**src/rtl/amp_enable_ctrl.sv**
```systemverilog
// Amplifier enable sequencer: IDLE -> SETTLE (bias precharge) -> ON, with a latched FAULT state.
// Optional host watchdog enabled by defining AMP_WDOG_EN; the port list is identical either way.
module amp_enable_ctrl #(
  parameter logic [23:0] SETTLE_CYCLES = 24'd49152,
  parameter logic [23:0] WDOG_CYCLES   = 24'd4915200
) (
  input  logic       clk,
  input  logic       reset,
  input  logic       enable_req,
  input  logic       fault_in,
  input  logic       fault_clr,
  input  logic       wdog_refresh,
  output logic       amp_enable,
  output logic       pre_enable,
  output logic       fault_latched,
  output logic       wdog_trip,
  output logic [7:0] fault_cnt,
  output logic [1:0] state
);

  typedef enum logic [1:0] {
    IDLE   = 2'b00,
    SETTLE = 2'b01,
    ON     = 2'b10,
    FAULT  = 2'b11
  } state_e;

  state_e      state_q, state_d;
  logic [23:0] settle_cnt_q, settle_cnt_d;
  logic [7:0]  fault_cnt_q, fault_cnt_d;
  logic        wdog_trip_q, wdog_trip_d;
  logic        amp_enable_q, amp_enable_d;
  logic        pre_enable_q, pre_enable_d;
  logic        fault_latched_q, fault_latched_d;
  logic        wdog_timeout;

`ifdef AMP_WDOG_EN
  logic [23:0] wdog_cnt_q, wdog_cnt_d;

  // A refresh landing on the expiry cycle still counts as a refresh.
  assign wdog_timeout = !wdog_refresh && (wdog_cnt_q == WDOG_CYCLES - 24'd1);

  always_comb begin
    wdog_cnt_d = wdog_cnt_q;
    if ((state_q == IDLE && state_d == SETTLE) || wdog_refresh) begin
      wdog_cnt_d = '0;
    end else if (state_q == SETTLE || state_q == ON) begin
      wdog_cnt_d = wdog_cnt_q + 24'd1;
    end
  end

  always_ff @(posedge clk) begin
    if (!reset) wdog_cnt_q <= '0;
    else        wdog_cnt_q <= wdog_cnt_d;
  end
`else
  logic unused_wdog;
  assign unused_wdog  = wdog_refresh | (|WDOG_CYCLES);
  assign wdog_timeout = 1'b0;
`endif

  // Next-state logic; branch order in SETTLE/ON encodes the same-cycle priority.
  always_comb begin
    // NOTE: every comb output gets a default first so no path can infer a latch.
    state_d      = state_q;
    settle_cnt_d = settle_cnt_q;
    fault_cnt_d  = fault_cnt_q;
    wdog_trip_d  = wdog_trip_q;
    case (state_q)
      IDLE: begin
        if (enable_req) begin
          if (fault_in) begin
            state_d = FAULT;
          end else begin
            state_d      = SETTLE;
            settle_cnt_d = '0;
          end
        end
      end
      SETTLE, ON: begin
        if (fault_in) begin
          state_d = FAULT;
        end else if (wdog_timeout) begin
          state_d     = FAULT;
          wdog_trip_d = 1'b1;
        end else if (!enable_req) begin
          state_d = IDLE;
        end else if (state_q == SETTLE) begin
          if (settle_cnt_q == SETTLE_CYCLES - 24'd1) state_d = ON;
          settle_cnt_d = settle_cnt_q + 24'd1;
        end
      end
      FAULT: begin
        if (fault_clr && !fault_in && !enable_req) begin
          state_d     = IDLE;
          wdog_trip_d = 1'b0;
        end
      end
      default: state_d = IDLE;
    endcase
    if (state_d == FAULT && state_q != FAULT && fault_cnt_q != 8'hFF) begin
      fault_cnt_d = fault_cnt_q + 8'd1;
    end
  end

  // Outputs are decoded from the next state so they register on the transition edge.
  always_comb begin
    amp_enable_d    = (state_d == ON);
    pre_enable_d    = (state_d == SETTLE) || (state_d == ON);
    fault_latched_d = (state_d == FAULT);
  end

  always_ff @(posedge clk) begin
    // NOTE: reset is synchronous and active-low; it is only seen on a clock edge.
    if (!reset) begin
      state_q         <= IDLE;
      settle_cnt_q    <= '0;
      fault_cnt_q     <= '0;
      wdog_trip_q     <= 1'b0;
      amp_enable_q    <= 1'b0;
      pre_enable_q    <= 1'b0;
      fault_latched_q <= 1'b0;
    end else begin
      // NOTE: non-blocking assignments so every register samples pre-edge values.
      state_q         <= state_d;
      settle_cnt_q    <= settle_cnt_d;
      fault_cnt_q     <= fault_cnt_d;
      wdog_trip_q     <= wdog_trip_d;
      amp_enable_q    <= amp_enable_d;
      pre_enable_q    <= pre_enable_d;
      fault_latched_q <= fault_latched_d;
    end
  end

  assign amp_enable    = amp_enable_q;
  assign pre_enable    = pre_enable_q;
  assign fault_latched = fault_latched_q;
  assign wdog_trip     = wdog_trip_q;
  assign fault_cnt     = fault_cnt_q;
  assign state         = state_q;

endmodule

```
**config.mk**
```make
export PLATFORM = sky130hd
export DESIGN_NAME = amp_enable_ctrl
export DESIGN_NICKNAME = d
export VERILOG_FILES = /design/src/rtl/amp_enable_ctrl.sv
export SDC_FILE = /design/constraint.sdc
export NUM_CORES = 1
export LEC_CHECK = 0
export ABC_AREA = 1
export BUFFER_PORTS_ARGS = -buffer_cell sky130_fd_sc_hd__buf_4
export CAP_MARGIN = 0
export CORE_MARGIN = 2
export CORE_UTILIZATION = 40
export DETAILED_ROUTE_END_ITERATION = 7
export SKIP_LAST_GASP = 1
export SYNTH_ARGS = -nofsm -noshare
export SYNTH_HDL_FRONTEND = slang
export SYNTH_SLANG_ARGS = --single-unit
```
**constraint.sdc**
```tcl
create_clock -name clk -period 3 [get_ports clk]
set_input_delay 0.3 -clock clk [delete_from_list [all_inputs] [get_ports clk]]
set_output_delay 0.3 -clock clk [all_outputs]
set_load 0.02 [all_outputs]
```
# Word level (Yosys, flattened, before mapping)

Index checks and enable logic that the tools add are counted.

$add $sub $neg: 2
Eq/ne operators: 14
Muxes and demuxes: 14
Reductions and logical operators: 11

Operators by type and width:

| kind                                                   | count |
|---|---|
| 2-to-1 mux 24 bit                                      | 5 |
| one-hot mux 24 bit (2 select lines)                    | 1 |
| adder 24 x 1 -> 24 bit (second input constant)         | 1 |
| equality test 24 x 16 -> 1 bit (second input constant) | 1 |
| 2-to-1 mux 2 bit                                       | 7 |
| inequality test 2 bit (second input constant)          | 6 |
| adder 8 x 1 -> 8 bit (second input constant)           | 1 |
| equality test 2 bit (second input constant)            | 4 |
| inequality test 8 bit (second input constant)          | 1 |
| one-hot mux 2 bit (3 select lines)                     | 1 |
| AND reduction 6 bit                                    | 1 |
| equality test 2 x 1 -> 1 bit (second input constant)   | 2 |
| logical AND 1 bit                                      | 4 |
| logical NOT 1 bit                                      | 2 |
| logical NOT 2 bit                                      | 1 |
| nonzero test 2 bit                                     | 1 |
| OR reduction 2 bit                                     | 1 |
| logical OR 1 bit                                       | 1 |

Register bits: 37
Input bits: 6
Output and inout port bits: 14
Logic and storage cells: 47

# Logic depth before layout (Yosys ltp)

Depth after elaboration: 9
Mapped depth: 20
Gate-level depth less buffers: 20

# Worst setup path after synthesis

Ideal clock, no wire load.

Kind: reg2reg
Start point: register state_q[1], in the netlist state[1]
End point: register fault_cnt_q[6], in the netlist fault_cnt[6]
Library setup time: 0.113 ns
Arrival time: 2.209 ns
Required time: 2.887 ns
Slack: 0.678 ns
Cell stages (with the launch flop): 19
Buffers on the path: 1
Period minus slack after synthesis: 2.322 ns
Cells stage by stage: dfxtp_1 inv_1 ha_1 buf_2 a21oi_1 inv_1 a21oi_1 nand2_1 nand2_1 inv_1 ha_1 inv_1 nor2_1 o21ai_4 inv_2 nand2_1 nand2_1 nand2_1 nor2_1

Longest elaborated chain between the ends: 8
Elaborated cells on any way between the ends: 16
Those cells by class: eq/ne: 5; mux: 7; reduce/logical: 4

RTL lines:

| item                                 | RTL line | source |
|---|---|---|
| start, declared                      | 28       | `state_e state_q, state_d;` |
| start signal, assigned               | 125      | `state_q <= state_d;` |
| equality test 2 x 1 -> 1 bit         | 69, 88   |  |
| 2-to-1 mux 2 bit                     | 88       | `end else if (state_q == SETTLE) begin` |
| 2-to-1 mux 2 bit                     | 86       | `end else if (!enable_req) begin` |
| 2-to-1 mux 2 bit                     | 81       | `if (fault_in) begin` |
| one-hot mux 2 bit (3 select lines) * | 69       | `case (state_q)` |
| via state_d[0]                       | 28       |  |
| equality test 2 bit *                | --       |  |
| via fault_latched_d                  | 34       | `logic fault_latched_q, fault_latched_d;` |
| logical AND 1 bit * (2 in series)    | 101      | `if (state_d == FAULT && state_q != FAULT && fault_cnt_q != 8'hFF) begin` |
| end signal, assigned                 | 127      | `fault_cnt_q <= fault_cnt_d;` |
| end, declared                        | 30       | `logic [7:0] fault_cnt_q, fault_cnt_d;` |

The timed path passes the listed nets; every way through them passes the cells marked *.
A chain may end at the register's enable or synchronous reset.

# Worst setup path after layout

Start point: register settle_cnt_q[0]
End point: register fault_cnt_q[6], in the netlist fault_cnt[6]

Longest elaborated chain between the ends: 9

RTL lines:

| item                               | RTL line | source |
|---|---|---|
| start, declared                    | 29       | `logic [23:0] settle_cnt_q, settle_cnt_d;` |
| start signal, assigned             | 126      | `settle_cnt_q <= settle_cnt_d;` |
| equality test 24 x 16 -> 1 bit     | 89       | `if (settle_cnt_q == SETTLE_CYCLES - 24'd1) state_d = ON;` |
| 2-to-1 mux 2 bit                   | 89       |  |
| 2-to-1 mux 2 bit                   | 88       |  |
| 2-to-1 mux 2 bit                   | 86       |  |
| 2-to-1 mux 2 bit                   | 81       |  |
| one-hot mux 2 bit (3 select lines) | 69       |  |
| via state_d[1]                     | 28       |  |
| equality test 2 bit                | --       |  |
| via fault_latched_d                | 34       |  |
| logical AND 1 bit (2 in series)    | 101      |  |

The timed path passes the listed nets, and every way through them passes these cells.

==> impl_metrics.json <==
{
  "outcome": "finished clean",
  "start_kind": "flop",
  "clock-root-buffer": "clkbuf_8",
  "syn_inst": 354,
  "globalRoute.totalOverflow": 0,
  "clock_sinks": 37,
  "fp-row-count": 27,
  "hp-start": "reset",
  "synth_nets": 367,
  "worstPathMaxFanout": 8,
  "drtIter0Drc": 88,
  "vias_per_cell": 4.78,
  "synth.largest_area_cell": "dfxtp_1",
  "yosysMostFrequentCell": "nand2_1",
  "p_leak_nw": 1.04,
  "cp-end-kind": "flop",
  "syn_avg_cell_area_sq_um": 6.30,
  "synthTopCellsByArea": "dfxtp_1, nand2_1, nor2_1",
  "whs_path_depth": 3,
  "synth_edf_count": 0,
  "rr_endpoint": "fault_cnt[6]",
  "cts_resized": 0,
  "antenna_found_initial": 0,
  "rrSetupSlack_ps": 660,
  "die_h_um": 78.7,
  "cts_tree": "built",
  "synthesis.area_sq_um": 2230,
  "insertedDiodeCount": 0,
  "arrival_ps": 2530,
  "fin_skew_ps": 6.75,
  "setup_viol": 0,
  "synth.ff_latch_count": 37,
  "place_inst": 436,
  "timing.final.crit_share": 0.779,
  "gp_congestion": 0.879,
  "dieArea_sq_um": 6190,
  "area_growth_pct": 13.7,
  "grt_pass1_vias": 1955,
  "post_cts.repair.setup_buffers": 0,
  "tns_ps": 0,
  "initial_core_util": 0.410,
  "post_drt_wl_per_cell_um": 10.5,
  "maxSlewViolCount": 0,
  "cp.required_ps": 3190,
  "die_w_um": 78.7,
  "fin_crit_ps": 2340,
  "drt.antenna.violating_nets": 0,
  "drc": 0,
  "drive_gt1_frac": 0.110,
  "dr.pass1.iters": 4,
  "yosysWarnings": 0,
  "vias": 2121,
  "fmax_mhz": 428,
  "clock_latency_ps": 290,
  "fillCellCount": 575,
  "dp_hpwl_mm": 3.56,
  "holdPathEnd": "pre_enable",
  "power_density_nw_per_um2": 686,
  "synthTopCellsByCount": "nand2_1, nor2_1, inv_1",
  "path_class": "flop to flop",
  "io_pins": 20,
  "ff2ff_path_depth": 19,
  "synth_ff_type": "dfxtp_1",
  "numCtsBuffers": 5,
  "cts.reportedPaths.clkPinSlew_ps": 80,
  "hp-class": "input pin to flop",
  "hold_violations": 0,
  "grt_max_degree": 17,
  "final_net_count": 384,
  "cap_violations": 0,
  "ctsHoldBuffers": 0,
  "synth.distinct_cells": 34,
  "cts-htree-levels": 2,
  "rsz0062_at_grt": "no",
  "synth_top_area_frac": 0.332,
  "vdd_drop_max_v": 0.000534,
  "core_area_sq_um": 5440,
  "io_buffers": 17,
  "cts_buffer_depth": 2,
  "synthArstFlopShare": 0,
  "drt-total-wl_mm": 4.68,
  "yosysSeqAreaShare": 0.332,
  "grt_pass1_wl_mm": 8.26,
  "reg2reg_from": "settle_cnt_q[0]",
  "finalNonFillerCells": 444,
  "grt_util_all_layers": 0.165
}
## worst max path at each step
stage / startpoint / slack [ps] / endpoint / cells past startpoint
3_5_place_dp: settle_cnt_q[0] / 640 / fault_cnt[6] / 19
5_1_grt: settle_cnt_q[1] / 390 / fault_cnt[6] / 19
4_1_cts: settle_cnt_q[0] / 620 / fault_cnt[6] / 19
6_report: settle_cnt_q[0] / 660 / fault_cnt[6] / 19
3_3_place_gp: settle_cnt_q[0] / 690 / fault_cnt[6] / 19
2_1_floorplan: state[1] / 680 / fault_cnt[6] / 18
## layout by cell type, fill, tap and decap left out, types with 4 or more instances in the layout
master / instances
nor3_1: 4
inv_2: 5
dfxtp_1: 37
buf_4: 18
nand4_1: 9
inv_1: 46
clkbuf_8: 5
nand3_1: 20
nand2_1: 105
a21oi_1: 23
o21ai_0: 9
nor2_1: 58
ha_1: 7
## logic make-up (layout without fill, tap and decap cells)
family,after synthesis,count (layout),share of synthesized area
compound gates,38,38,0.0965
xor+xnor,4,4,0.0157
fa+ha+maj,7,7,0.0393
buf+inv,60,78,0.112
flops,37,37,0.332
other cells,1,1,0.00168
simple gates,207,207,0.403
## worst max-delay path, cell delays in order, from the launching register on
cell,delay [ps]
dfxtp_1,360
ha_1,170
inv_1,80
nor2_1,100
nand3_1,120
nor2_1,130
nand2_1,90
nand2_1,60
nand2_1,40
nand2_1,60
nand2_1,70
inv_1,80
ha_1,150
inv_1,40
nor2_1,170
o21ai_4,130
inv_2,140
nand2_1,80
nor2_1,90
nor2_1,50
## area by class of cell
type,instances,area [sq um],share of cell area
Tap cell,72,90.1,0.0355
Inverter,52,195,0.0770
Clock buffer,5,68.8,0.0271
Clock inverter,3,65.1,0.0257
Timing Repair Buffer,18,135,0.0533
Sequential cell,37,741,0.292
Multi-Input combinational cell,257,1240,0.489
## power breakdown
| part | leakage [nW] | switching [W] | internal [W] |
|---|---|---|---|
| combinational | 0.668 | 0.000444 | 0.000212 |
| clock | 0.0681 | 0.000185 | 0.000330 |
| sequential | 0.299 | 0.0000306 | 0.000536 |
## stage by stage
stage	hold WS [ps]	power (W)	instance area [sq um]	utilization	worst slack [ps]
final	284	0.00174	2540	0.466	662
after global routing	283	0.00188	2540	0.466	393
after CTS	272	0.00177	2540	0.466	624
after detailed placement	473	0.00125	2400	0.442	637
after global placement	469	0.00125	2400	0.442	688
after floorplan	449	0.00110	2230	-	678
## metal layers
metal	GRT usage	wire length, um	up-vias
met3	0.0402	146	9
met2	0.278	2150	35
li1	-	-	1138
met4	0.0614	94	0
met1	0.205	2290	939
met5	0	0	-
## registers in the layout, indices dropped and copies added (netlist names)
register,flops
pre_enable,1
state,2
settle_cnt_q,24
fault_cnt,8
fault_latched,1
amp_enable,1
Power figures use the tool's default switching activity.
